[src/rtl/reg_scoreboard_pkg.sv]
// Shared constants for the register scoreboard: MIPS opcodes, index width, counter width.
package reg_scoreboard_pkg;

    localparam int REG_IDX_W = 5;
    localparam int SB_CNT_W  = 2;

    localparam logic [5:0] OP_RTYPE = 6'h00;
    localparam logic [5:0] OP_J     = 6'h02;
    localparam logic [5:0] OP_JAL   = 6'h03;
    localparam logic [5:0] OP_BEQ   = 6'h04;
    localparam logic [5:0] OP_BNE   = 6'h05;
    localparam logic [5:0] OP_ADDI  = 6'h08;
    localparam logic [5:0] OP_ADDIU = 6'h09;
    localparam logic [5:0] OP_SLTI  = 6'h0A;
    localparam logic [5:0] OP_SLTIU = 6'h0B;
    localparam logic [5:0] OP_ANDI  = 6'h0C;
    localparam logic [5:0] OP_ORI   = 6'h0D;
    localparam logic [5:0] OP_XORI  = 6'h0E;
    localparam logic [5:0] OP_LUI   = 6'h0F;
    localparam logic [5:0] OP_LW    = 6'h23;
    localparam logic [5:0] OP_SW    = 6'h2B;

endpackage

[src/rtl/reg_scoreboard_if.sv]
// ID-query / issue / retire / squash bundle between the pipeline and the scoreboard.
interface reg_scoreboard_if;
    import reg_scoreboard_pkg::*;

    logic [5:0]           opcode;
    logic [REG_IDX_W-1:0] rs;
    logic [REG_IDX_W-1:0] rt;
    logic                 issue_valid;
    logic                 issue_regwrite;
    logic [REG_IDX_W-1:0] issue_dest;
    logic                 retire_valid;
    logic [REG_IDX_W-1:0] retire_dest;
    logic                 squash_valid;
    logic [REG_IDX_W-1:0] squash_dest;
    logic                 stall;
    logic                 sb_err;

    modport master (
        output opcode, rs, rt, issue_valid, issue_regwrite, issue_dest,
               retire_valid, retire_dest, squash_valid, squash_dest,
        input  stall, sb_err
    );

    modport slave (
        input  opcode, rs, rt, issue_valid, issue_regwrite, issue_dest,
               retire_valid, retire_dest, squash_valid, squash_dest,
        output stall, sb_err
    );

endinterface

[src/rtl/reg_scoreboard_src_use_decode.sv]
// Opcode -> which source registers the ID-stage instruction actually reads.
module src_use_decode
    import reg_scoreboard_pkg::*;
(
    input  logic [5:0] i_opcode,
    output logic       o_use_rs,
    output logic       o_use_rt
);

    always_comb begin
        o_use_rs = 1'b0;
        o_use_rt = 1'b0;
        case (i_opcode)
            OP_RTYPE, OP_BEQ, OP_BNE, OP_SW: begin
                o_use_rs = 1'b1;
                o_use_rt = 1'b1;
            end
            OP_LW, OP_ADDI, OP_ADDIU, OP_SLTI, OP_SLTIU,
            OP_ANDI, OP_ORI, OP_XORI: begin
                o_use_rs = 1'b1;
            end
            default: ;
        endcase
    end

endmodule

[src/rtl/reg_scoreboard.sv]
// Per-register in-flight counters driving the ID-stage stall.
// Optional SCB_WB_BYPASS_EN: a last-outstanding write retiring this cycle does not stall.
module reg_scoreboard
    import reg_scoreboard_pkg::*;
#(
    parameter int NREG  = 32,
    parameter int CNT_W = SB_CNT_W
) (
    input  logic            clk,
    input  logic            rstn,
    reg_scoreboard_if.slave sb
);

    localparam logic [CNT_W-1:0] CNT_MAX = '1;
    localparam logic [CNT_W-1:0] CNT_ONE = CNT_W'(1);

    logic [NREG-1:0][CNT_W-1:0] r_cnt;
    logic [NREG-1:0][CNT_W-1:0] w_cnt_nxt;
    logic [NREG-1:0]            w_err;
    logic                       r_err;
    logic                       w_use_rs, w_use_rt;
    logic                       w_pend_rs, w_pend_rt;
    logic                       w_byp_rs, w_byp_rt;
    logic                       w_stall, w_issue_eff;

    src_use_decode u_dec (
        .i_opcode (sb.opcode),
        .o_use_rs (w_use_rs),
        .o_use_rt (w_use_rt)
    );

    assign w_pend_rs = (sb.rs != '0) && (r_cnt[sb.rs] != '0);
    assign w_pend_rt = (sb.rt != '0) && (r_cnt[sb.rt] != '0);

`ifdef SCB_WB_BYPASS_EN
    // Write-first regfile: the final outstanding write lands in time for this read.
    assign w_byp_rs = sb.retire_valid && (sb.retire_dest == sb.rs) && (r_cnt[sb.rs] == CNT_ONE);
    assign w_byp_rt = sb.retire_valid && (sb.retire_dest == sb.rt) && (r_cnt[sb.rt] == CNT_ONE);
`else
    assign w_byp_rs = 1'b0;
    assign w_byp_rt = 1'b0;
`endif

    assign w_stall     = (w_use_rs && w_pend_rs && !w_byp_rs) ||
                         (w_use_rt && w_pend_rt && !w_byp_rt);
    assign w_issue_eff = sb.issue_valid && sb.issue_regwrite && !w_stall && (sb.issue_dest != '0);

    always_comb begin
        logic             inc;
        logic [1:0]       ndec;
        logic [CNT_W+1:0] cur, need;
        w_cnt_nxt = r_cnt;
        w_err     = '0;
        inc       = 1'b0;
        ndec      = '0;
        cur       = '0;
        need      = '0;
        for (int r = 1; r < NREG; r++) begin
            inc  = w_issue_eff && (sb.issue_dest == REG_IDX_W'(r));
            ndec = {1'b0, sb.retire_valid && (sb.retire_dest == REG_IDX_W'(r))} +
                   {1'b0, sb.squash_valid && (sb.squash_dest == REG_IDX_W'(r))};
            cur  = {2'b00, r_cnt[r]};
            if (inc && ndec == 2'd0) begin
                if (r_cnt[r] == CNT_MAX) w_err[r] = 1'b1;
                else                     w_cnt_nxt[r] = r_cnt[r] + CNT_ONE;
            end else if (ndec > {1'b0, inc}) begin
                // Net decrement of 1 or 2; saturate at zero rather than wrap.
                need = (CNT_W+2)'(ndec) - (CNT_W+2)'(inc);
                if (cur < need) begin
                    w_cnt_nxt[r] = '0;
                    w_err[r]     = 1'b1;
                end else begin
                    w_cnt_nxt[r] = CNT_W'(cur - need);
                end
            end
        end
        w_cnt_nxt[0] = '0;
    end

    always_ff @(posedge clk or negedge rstn) begin
        if (!rstn) begin
            r_cnt <= '0;
            r_err <= 1'b0;
        end else begin
            r_cnt <= w_cnt_nxt;
            r_err <= r_err | (|w_err);
        end
    end

    assign sb.stall  = w_stall;
    assign sb.sb_err = r_err;

endmodule

[src/flat_wrapper.sv]
// flat-port wrapper written by rule: the top's interface ports become plain ports
module reg_scoreboard_flat import reg_scoreboard_pkg::*;
#(
    parameter int NREG  = 32,
    parameter int CNT_W = SB_CNT_W
)
  (clk, rstn, sb_opcode, sb_rs, sb_rt, sb_issue_valid, sb_issue_regwrite, sb_issue_dest, sb_retire_valid, sb_retire_dest, sb_squash_valid, sb_squash_dest, sb_stall, sb_sb_err);
  reg_scoreboard_if sb_i ();
  input  logic clk;
  input  logic rstn;
  input wire logic [$bits(sb_i.opcode)-1:0] sb_opcode;
  input wire logic [$bits(sb_i.rs)-1:0] sb_rs;
  input wire logic [$bits(sb_i.rt)-1:0] sb_rt;
  input wire logic [$bits(sb_i.issue_valid)-1:0] sb_issue_valid;
  input wire logic [$bits(sb_i.issue_regwrite)-1:0] sb_issue_regwrite;
  input wire logic [$bits(sb_i.issue_dest)-1:0] sb_issue_dest;
  input wire logic [$bits(sb_i.retire_valid)-1:0] sb_retire_valid;
  input wire logic [$bits(sb_i.retire_dest)-1:0] sb_retire_dest;
  input wire logic [$bits(sb_i.squash_valid)-1:0] sb_squash_valid;
  input wire logic [$bits(sb_i.squash_dest)-1:0] sb_squash_dest;
  output wire logic [$bits(sb_i.stall)-1:0] sb_stall;
  output wire logic [$bits(sb_i.sb_err)-1:0] sb_sb_err;
  assign sb_i.opcode = sb_opcode;
  assign sb_i.rs = sb_rs;
  assign sb_i.rt = sb_rt;
  assign sb_i.issue_valid = sb_issue_valid;
  assign sb_i.issue_regwrite = sb_issue_regwrite;
  assign sb_i.issue_dest = sb_issue_dest;
  assign sb_i.retire_valid = sb_retire_valid;
  assign sb_i.retire_dest = sb_retire_dest;
  assign sb_i.squash_valid = sb_squash_valid;
  assign sb_i.squash_dest = sb_squash_dest;
  assign sb_stall = sb_i.stall;
  assign sb_sb_err = sb_i.sb_err;
  reg_scoreboard #(.NREG(NREG), .CNT_W(CNT_W)) u_core (.clk(clk), .rstn(rstn), .sb(sb_i));
endmodule
[config.mk]
export PLATFORM = sky130hd
export DESIGN_NAME = reg_scoreboard_flat
export DESIGN_NICKNAME = d
export VERILOG_FILES = /design/src/rtl/reg_scoreboard_pkg.sv /design/src/rtl/reg_scoreboard_if.sv /design/src/rtl/reg_scoreboard_src_use_decode.sv /design/src/rtl/reg_scoreboard.sv /design/src/flat_wrapper.sv
export SDC_FILE = /design/constraint.sdc
export NUM_CORES = 1
export LEC_CHECK = 0
export ABC_AREA = 1
export BUFFER_PORTS_ARGS = -buffer_cell sky130_fd_sc_hd__buf_2
export CAP_MARGIN = 20
export CORE_MARGIN = 2
export CORE_UTILIZATION = 58
export DETAILED_ROUTE_END_ITERATION = 6
export PLACE_DENSITY = 0.89
export SLEW_MARGIN = 20
export SYNTH_ARGS = -nofsm -noshare
export SYNTH_HDL_FRONTEND = slang
export SYNTH_SLANG_ARGS = --single-unit
[constraint.sdc]
create_clock -name clk -period 3.15 [get_ports clk]
set_input_delay 0.315 -clock clk [delete_from_list [all_inputs] [get_ports clk]]
set_output_delay 0.315 -clock clk [all_outputs]
set_load 0.01 [all_outputs]
==> metrics.txt, run 1 <==
status aborted with a tool error; Exit stage global routing (5_1_grt); tool error [ERROR GRT-0232] Routing congestion too high. Check the congestion heatmap in the GUI.; gr usage total 68.8%; post-synthesis instance total 1,588; DP HPWL roughly 29,000 µm; I/O pins 39; total clock sinks 63; die width roughly 140 µm; Yosys reg bits 63; CTS Root Buffer Type clkbuf_16; Mapped Nets 1,873; H-Tree Depth 3; ys flop type dfrtp_1; global route overflow 11; Die Ht 141 µm; Max Buffers Root-to-Sink 2; top cell type's share of synthesized area 21.3%; Worst EP kind register input; Area after DPL 0.0135 mm²; placed insts 2,122; Starting Density 58.8%; fraction of registers with async set or reset after synthesis 100%; largest cells by area after synthesis ha_1 (21%), dfrtp_1 (14%), inv_1 (13%); share of the yosys chip area belonging to registers about 14%; post-synth top area cell ha_1; Num CTS Buffers 9; # rows 50; syn avg cell area 6.87 µm²; buffers added on ports 38; largest net degree at the start of global routing 64; number of synthesized flops with an enable pin 0; Synth Warn # 0; GPL Wtd Cong 1.07; mapped cell area 0.0109 mm²; worst-path endpoint after global-route repair_timing u_core.sb.sb_err$_DFF_PN0_/D; Synth cell types 29
[logic make-up after synthesis]
kind of cell / share of synthesized area (%)
and+or+nand+nor: 30.4
buffers and inverters: 13.8
adders and majority gates: 32.7
AOI/OAI and AO/OA: 8.66
DFF: 14.4
[what timing repair did]
| item | in CTS |
|---|---|
| cloned | 0 |
| hold buffers | 0 |
| pin swaps | 55 |
| resized for setup | 151 |
| endpoints found under the setup margin | 63 |
| buffers inserted | 16 |
[through the flow]
step	setup slack (ns)	TNS [ns]
floorplan	-0.117	-0.117
global placement	-0.620	-11.43
detailed placement	-0.782	-19.27
CTS	-0.658	-13.25
[cell usage after synthesis, types with 6 or more instances]
cell type	n
inv_1	379
nor2_1	276
nand2_1	240
ha_1	186
o21ai_0	87
nand3_1	78
nand3b_1	66
dfrtp_1	63
fa_1	62
a31oi_1	31
nor2_4	20
nand2_2	19
o211ai_1	18
o31ai_1	17
nor3_1	10
nand4_1	7
clkbuf_1	6
[routing by layer]
metal  track usage [%]  overflow
met3              54.8         0
met1              69.6         0
met2              84.4         6
met5              25.8         0
met4              65.8         5
==> run 2: changes to the inputs <==
--- a/config.mk
+++ b/config.mk
@@ -9,9 +9,9 @@
 export BUFFER_PORTS_ARGS = -buffer_cell sky130_fd_sc_hd__buf_2
 export CAP_MARGIN = 20
 export CORE_MARGIN = 2
-export CORE_UTILIZATION = 58
+export CORE_UTILIZATION = 40
 export DETAILED_ROUTE_END_ITERATION = 6
-export PLACE_DENSITY = 0.89
+export PLACE_DENSITY_LB_ADDON = 0.15
 export SLEW_MARGIN = 20
 export SYNTH_ARGS = -nofsm -noshare
 export SYNTH_HDL_FRONTEND = slang
==> constraint.sdc (replaced) <==
create_clock -name clk -period 4.1 [get_ports clk]
set_input_delay 0.41 -clock clk [delete_from_list [all_inputs] [get_ports clk]]
set_output_delay 0.41 -clock clk [all_outputs]
set_load 0.01 [all_outputs]
==> metrics.txt, run 2 <==
number of synthesized flops with an enable pin 0 (unchanged); H-Tree Depth 3 (unchanged); xor/xnor share of the synthesized area 0% (unchanged); Residual DRC 0; WL per Instance 15.1 µm; gr usage total 22.1%; initial antenna violation count 1; Synth Area in Compound Gates 8.66% (unchanged); worst-path fanout max 5; # rows 60 (was 50); share of the yosys chip area belonging to registers 14.4% (unchanged); Worst Tran Pin Value about 1 ns; mapped cell area 0.0109 mm² (unchanged); number of global-route vias before repair 9,717; nets@finish 1,981; endpoint class of the critical path flop; Critical Path RT 4.35 ns; largest family of logic cells by synthesized area adder cells (unchanged); global route overflow 0; Clock Power Share between 20 and 30%; DP HPWL 25,500 µm (was 29,100 µm); Largest register FFs 62; Worst Hold Class input pin to async pin; syn avg cell area 6.87 µm² (unchanged); buffers added on ports 38 (unchanged); register area 0.00158 mm²; Power, Total between 3 and 4 mW; Multi-input gate area 0.00800 mm²; simple-gate share of the synthesized area 30.4% (unchanged); combinational fraction of design power ~43%; largest net degree at the start of global routing 64; Synth Warn # 0 (unchanged); Worst path max stage delay 0.47 ns; Post-synth top cells inv_1 (379), nor2_1 (276), nand2_1 (240), ha_1 (186), o21ai_0 (87) (unchanged); ys flop type dfrtp_1 (unchanged); CP bufs+invs 5; clock transition at the registers of the reported paths 0.07 ns; unrepaired setup endpoints after global routing yes; Post-Synth Adder-Cell Area 32.7% (unchanged); Via-to-Cell Ratio 4.91; GPL Wtd Cong 0.910 (was 1.07); most common cell in the netlist inv_1 (unchanged); MaxCap Viol Count 0; period utilization 94.3%; layout cells sized above 1 13.3%; worst vdd ir between 0.15 and 0.2 mV; final WL 30,800 µm; top cell type's share of synthesized area 21.3% (unchanged); CTS Root Buffer Type clkbuf_16 (unchanged); Vias 10,030; post-synthesis instance total 1,588 (unchanged); Mapped Nets 1,873 (unchanged); Slew HR 34.7%; Slew Viols, Final 0; Layout area overhead 15.1%; Pre-Repair DR Iteration Count 6; Max Clock Freq 259 MHz; Routed Antenna Nets 0; power density over cell area 281 mW/mm²; total clock sinks 63 (unchanged); critical path arrival a little over 4 ns; post-synth top area cell ha_1 (unchanged); Pint 2.05 mW; most frequent cells in the layout inv_1 (377), nor2_1 (262), nand2_1 (229), ha_1 (184), nand3_1 (78); Yosys reg bits 63 (unchanged); most frequent cell on the critical path nand2_1; fraction of registers with async set or reset after synthesis 100% (unchanged); most common cell after layout, fill and taps aside inv_1; Crit-path slowest cell fa_1; Final Critical Period 3.87 ns; die area about 0.029 mm²; Core Region about 0.027 mm²; Iteration-0 DRC Markers 490; Setup Skew around 0.0085 ns; Fin. Hold Viols 0; CP Launch Type flop; first-pass GRT wire length 49,400 µm; net switching component of the power 1.48 mW; cts hold-fix bufs 0 (unchanged); Sw Share 42.0%; Pleak approximately 6.5 nW; Num CTS Buffers 9 (unchanged); largest reg by FF count u_core.r_cnt; TritonCTS clock tree done; Starting Density 40.6% (was 58.8%); Synth cell types 29 (unchanged); Crit path max-delay family simple AND/OR/NAND/NOR gates; Max Buffers Root-to-Sink 2 (unchanged); WS Path Type flop to flop; Die Ht 169 µm (was 141 µm); status complete, no violations (was aborted with a tool error); Flop pwr share 31.5%; mux contribution to synthesized area 0% (unchanged); Util after Layout 46.8%; worst-skew pair later-pin latency 0.36 ns; die width 169 µm (was 141 µm); largest cells by area after synthesis ha_1 (21%), dfrtp_1 (14%), inv_1 (13%) (unchanged); endpoints failing setup 0; I/O pins 39 (unchanged); Fillers 2,758
[run 2: cell counts after synthesis]
Identical to the previous run, type by type.
[run 2: power by group through the flow]
| stage | sequential [mW] | combinational, mW | clock, mW |
|---|---|---|---|
| global placement | 1.11 | 1.43 | 0 |
| global route | 1.15 | 1.76 | 0.944 |
| floorplan | 1.02 | 1.02 | 0 |
| CTS | 1.10 | 1.47 | 0.934 |
| detailed placement | 1.11 | 1.45 | 0 |
| finish | 1.11 | 1.51 | 0.909 |
[run 2: worst register-to-register path, cell delays in order (launching register included)]
cell	delay [ns]
dfrtp_1	0.41
nor2_1	0.13
buf_4	0.15
nor2_1	0.05
nor2_2	0.15
nand3_1	0.10
nand2_1	0.07
nand2_1	0.04
nand2_1	0.07
nand2_2	0.06
nand3_4	0.11
nand3_4	0.13
buf_12	0.17
clkbuf_16	0.16
nor2_4	0.17
inv_1	0.07
fa_1	0.47
inv_1	0.04
ha_1	0.18
fa_2	0.34
o21ai_1	0.12
nand2_1	0.06
nand2_1	0.07
nand2_1	0.09
nor2_4	0.11
nand2_1	0.06
nor2_1	0.10
nand2_1	0.05
[run 2: cells by family (layout without fill, tap and decap cells)]
family	after synthesis	after routing
other	0	1
AND/OR/NAND/NOR	722	722
buffers and inverters	394	507
AO/OA/AOI/OAI	161	161
adder cells (fa/ha/maj)	248	248
flip-flops	63	63
[run 2: path summary, 6_finish.rpt]
| kind | from | endpoint | slack, ns | cells past startpoint |
|---|---|---|---|---|
| max in group asynchronous | rstn | u_core.r_cnt[51] | 3.26 | 1 |
| worst max-delay path | u_core.r_cnt[14] | u_core.sb.sb_err | 0.23 | 27 |
| worst min-delay path | rstn | u_core.r_cnt[12] | 0.22 | 1 |
| min in group clk | u_core.r_cnt[11] | u_core.r_cnt[11] | 0.58 | 2 |
| worst min register to register | u_core.r_cnt[11] | u_core.r_cnt[11] | 0.58 | 2 |
| worst max register to register | u_core.r_cnt[14] | u_core.sb.sb_err | 0.23 | 27 |
[run 2: final cells by class]
cell class / count / share of cell area, %
Antenna cell: 1 / 0.0199
Clock buffer: 10 / 1.90
Clock inverter: 6 / 0.727
Inverter: 384 / 11.5
Multi-Input combinational cell: 1131 / 63.6
Sequential cell: 63 / 12.5
Tap cell: 341 / 3.39
Timing Repair Buffer: 107 / 6.31
[run 2: routing by layer]
metal,global-route usage (%),vias up,wire [µm]
li1,-,5155,-
met1,29.2,4658,14400
met2,36.4,176,14100
met3,3.87,41,1470
met4,7.77,0,886
met5,0,-,0
[run 2: timing repair]
action,CTS,global route
resized for setup,0,85
endpoints found under the hold margin,0,0
setup buffers,0,13
setup endpoints to repair,0,1
[run 2: per-stage QoR]
| step | setup slack, ns | setup TNS [ns] | hold slack [ns] | std cells | cell area (µm²) |
|---|---|---|---|---|---|
| 6_report | 0.235 | 0 | 0.222 | 2043 | 12600 |
| 5_1_grt | -0.0577 | -0.0577 | 0.300 | 2042 | 12600 |
| 4_1_cts | 0.0397 | 0 | 0.262 | 2028 | 12200 |
| 3_5_place_dp | -0.0752 | -0.0752 | 0.575 | 2012 | 11900 |
| 3_3_place_gp | -0.0982 | -0.0982 | 0.570 | 2012 | 11900 |
| 2_1_floorplan | 0.593 | 0 | 0.114 | 1588 | 10900 |
Note: power is estimated with default switching activity, not from simulation.
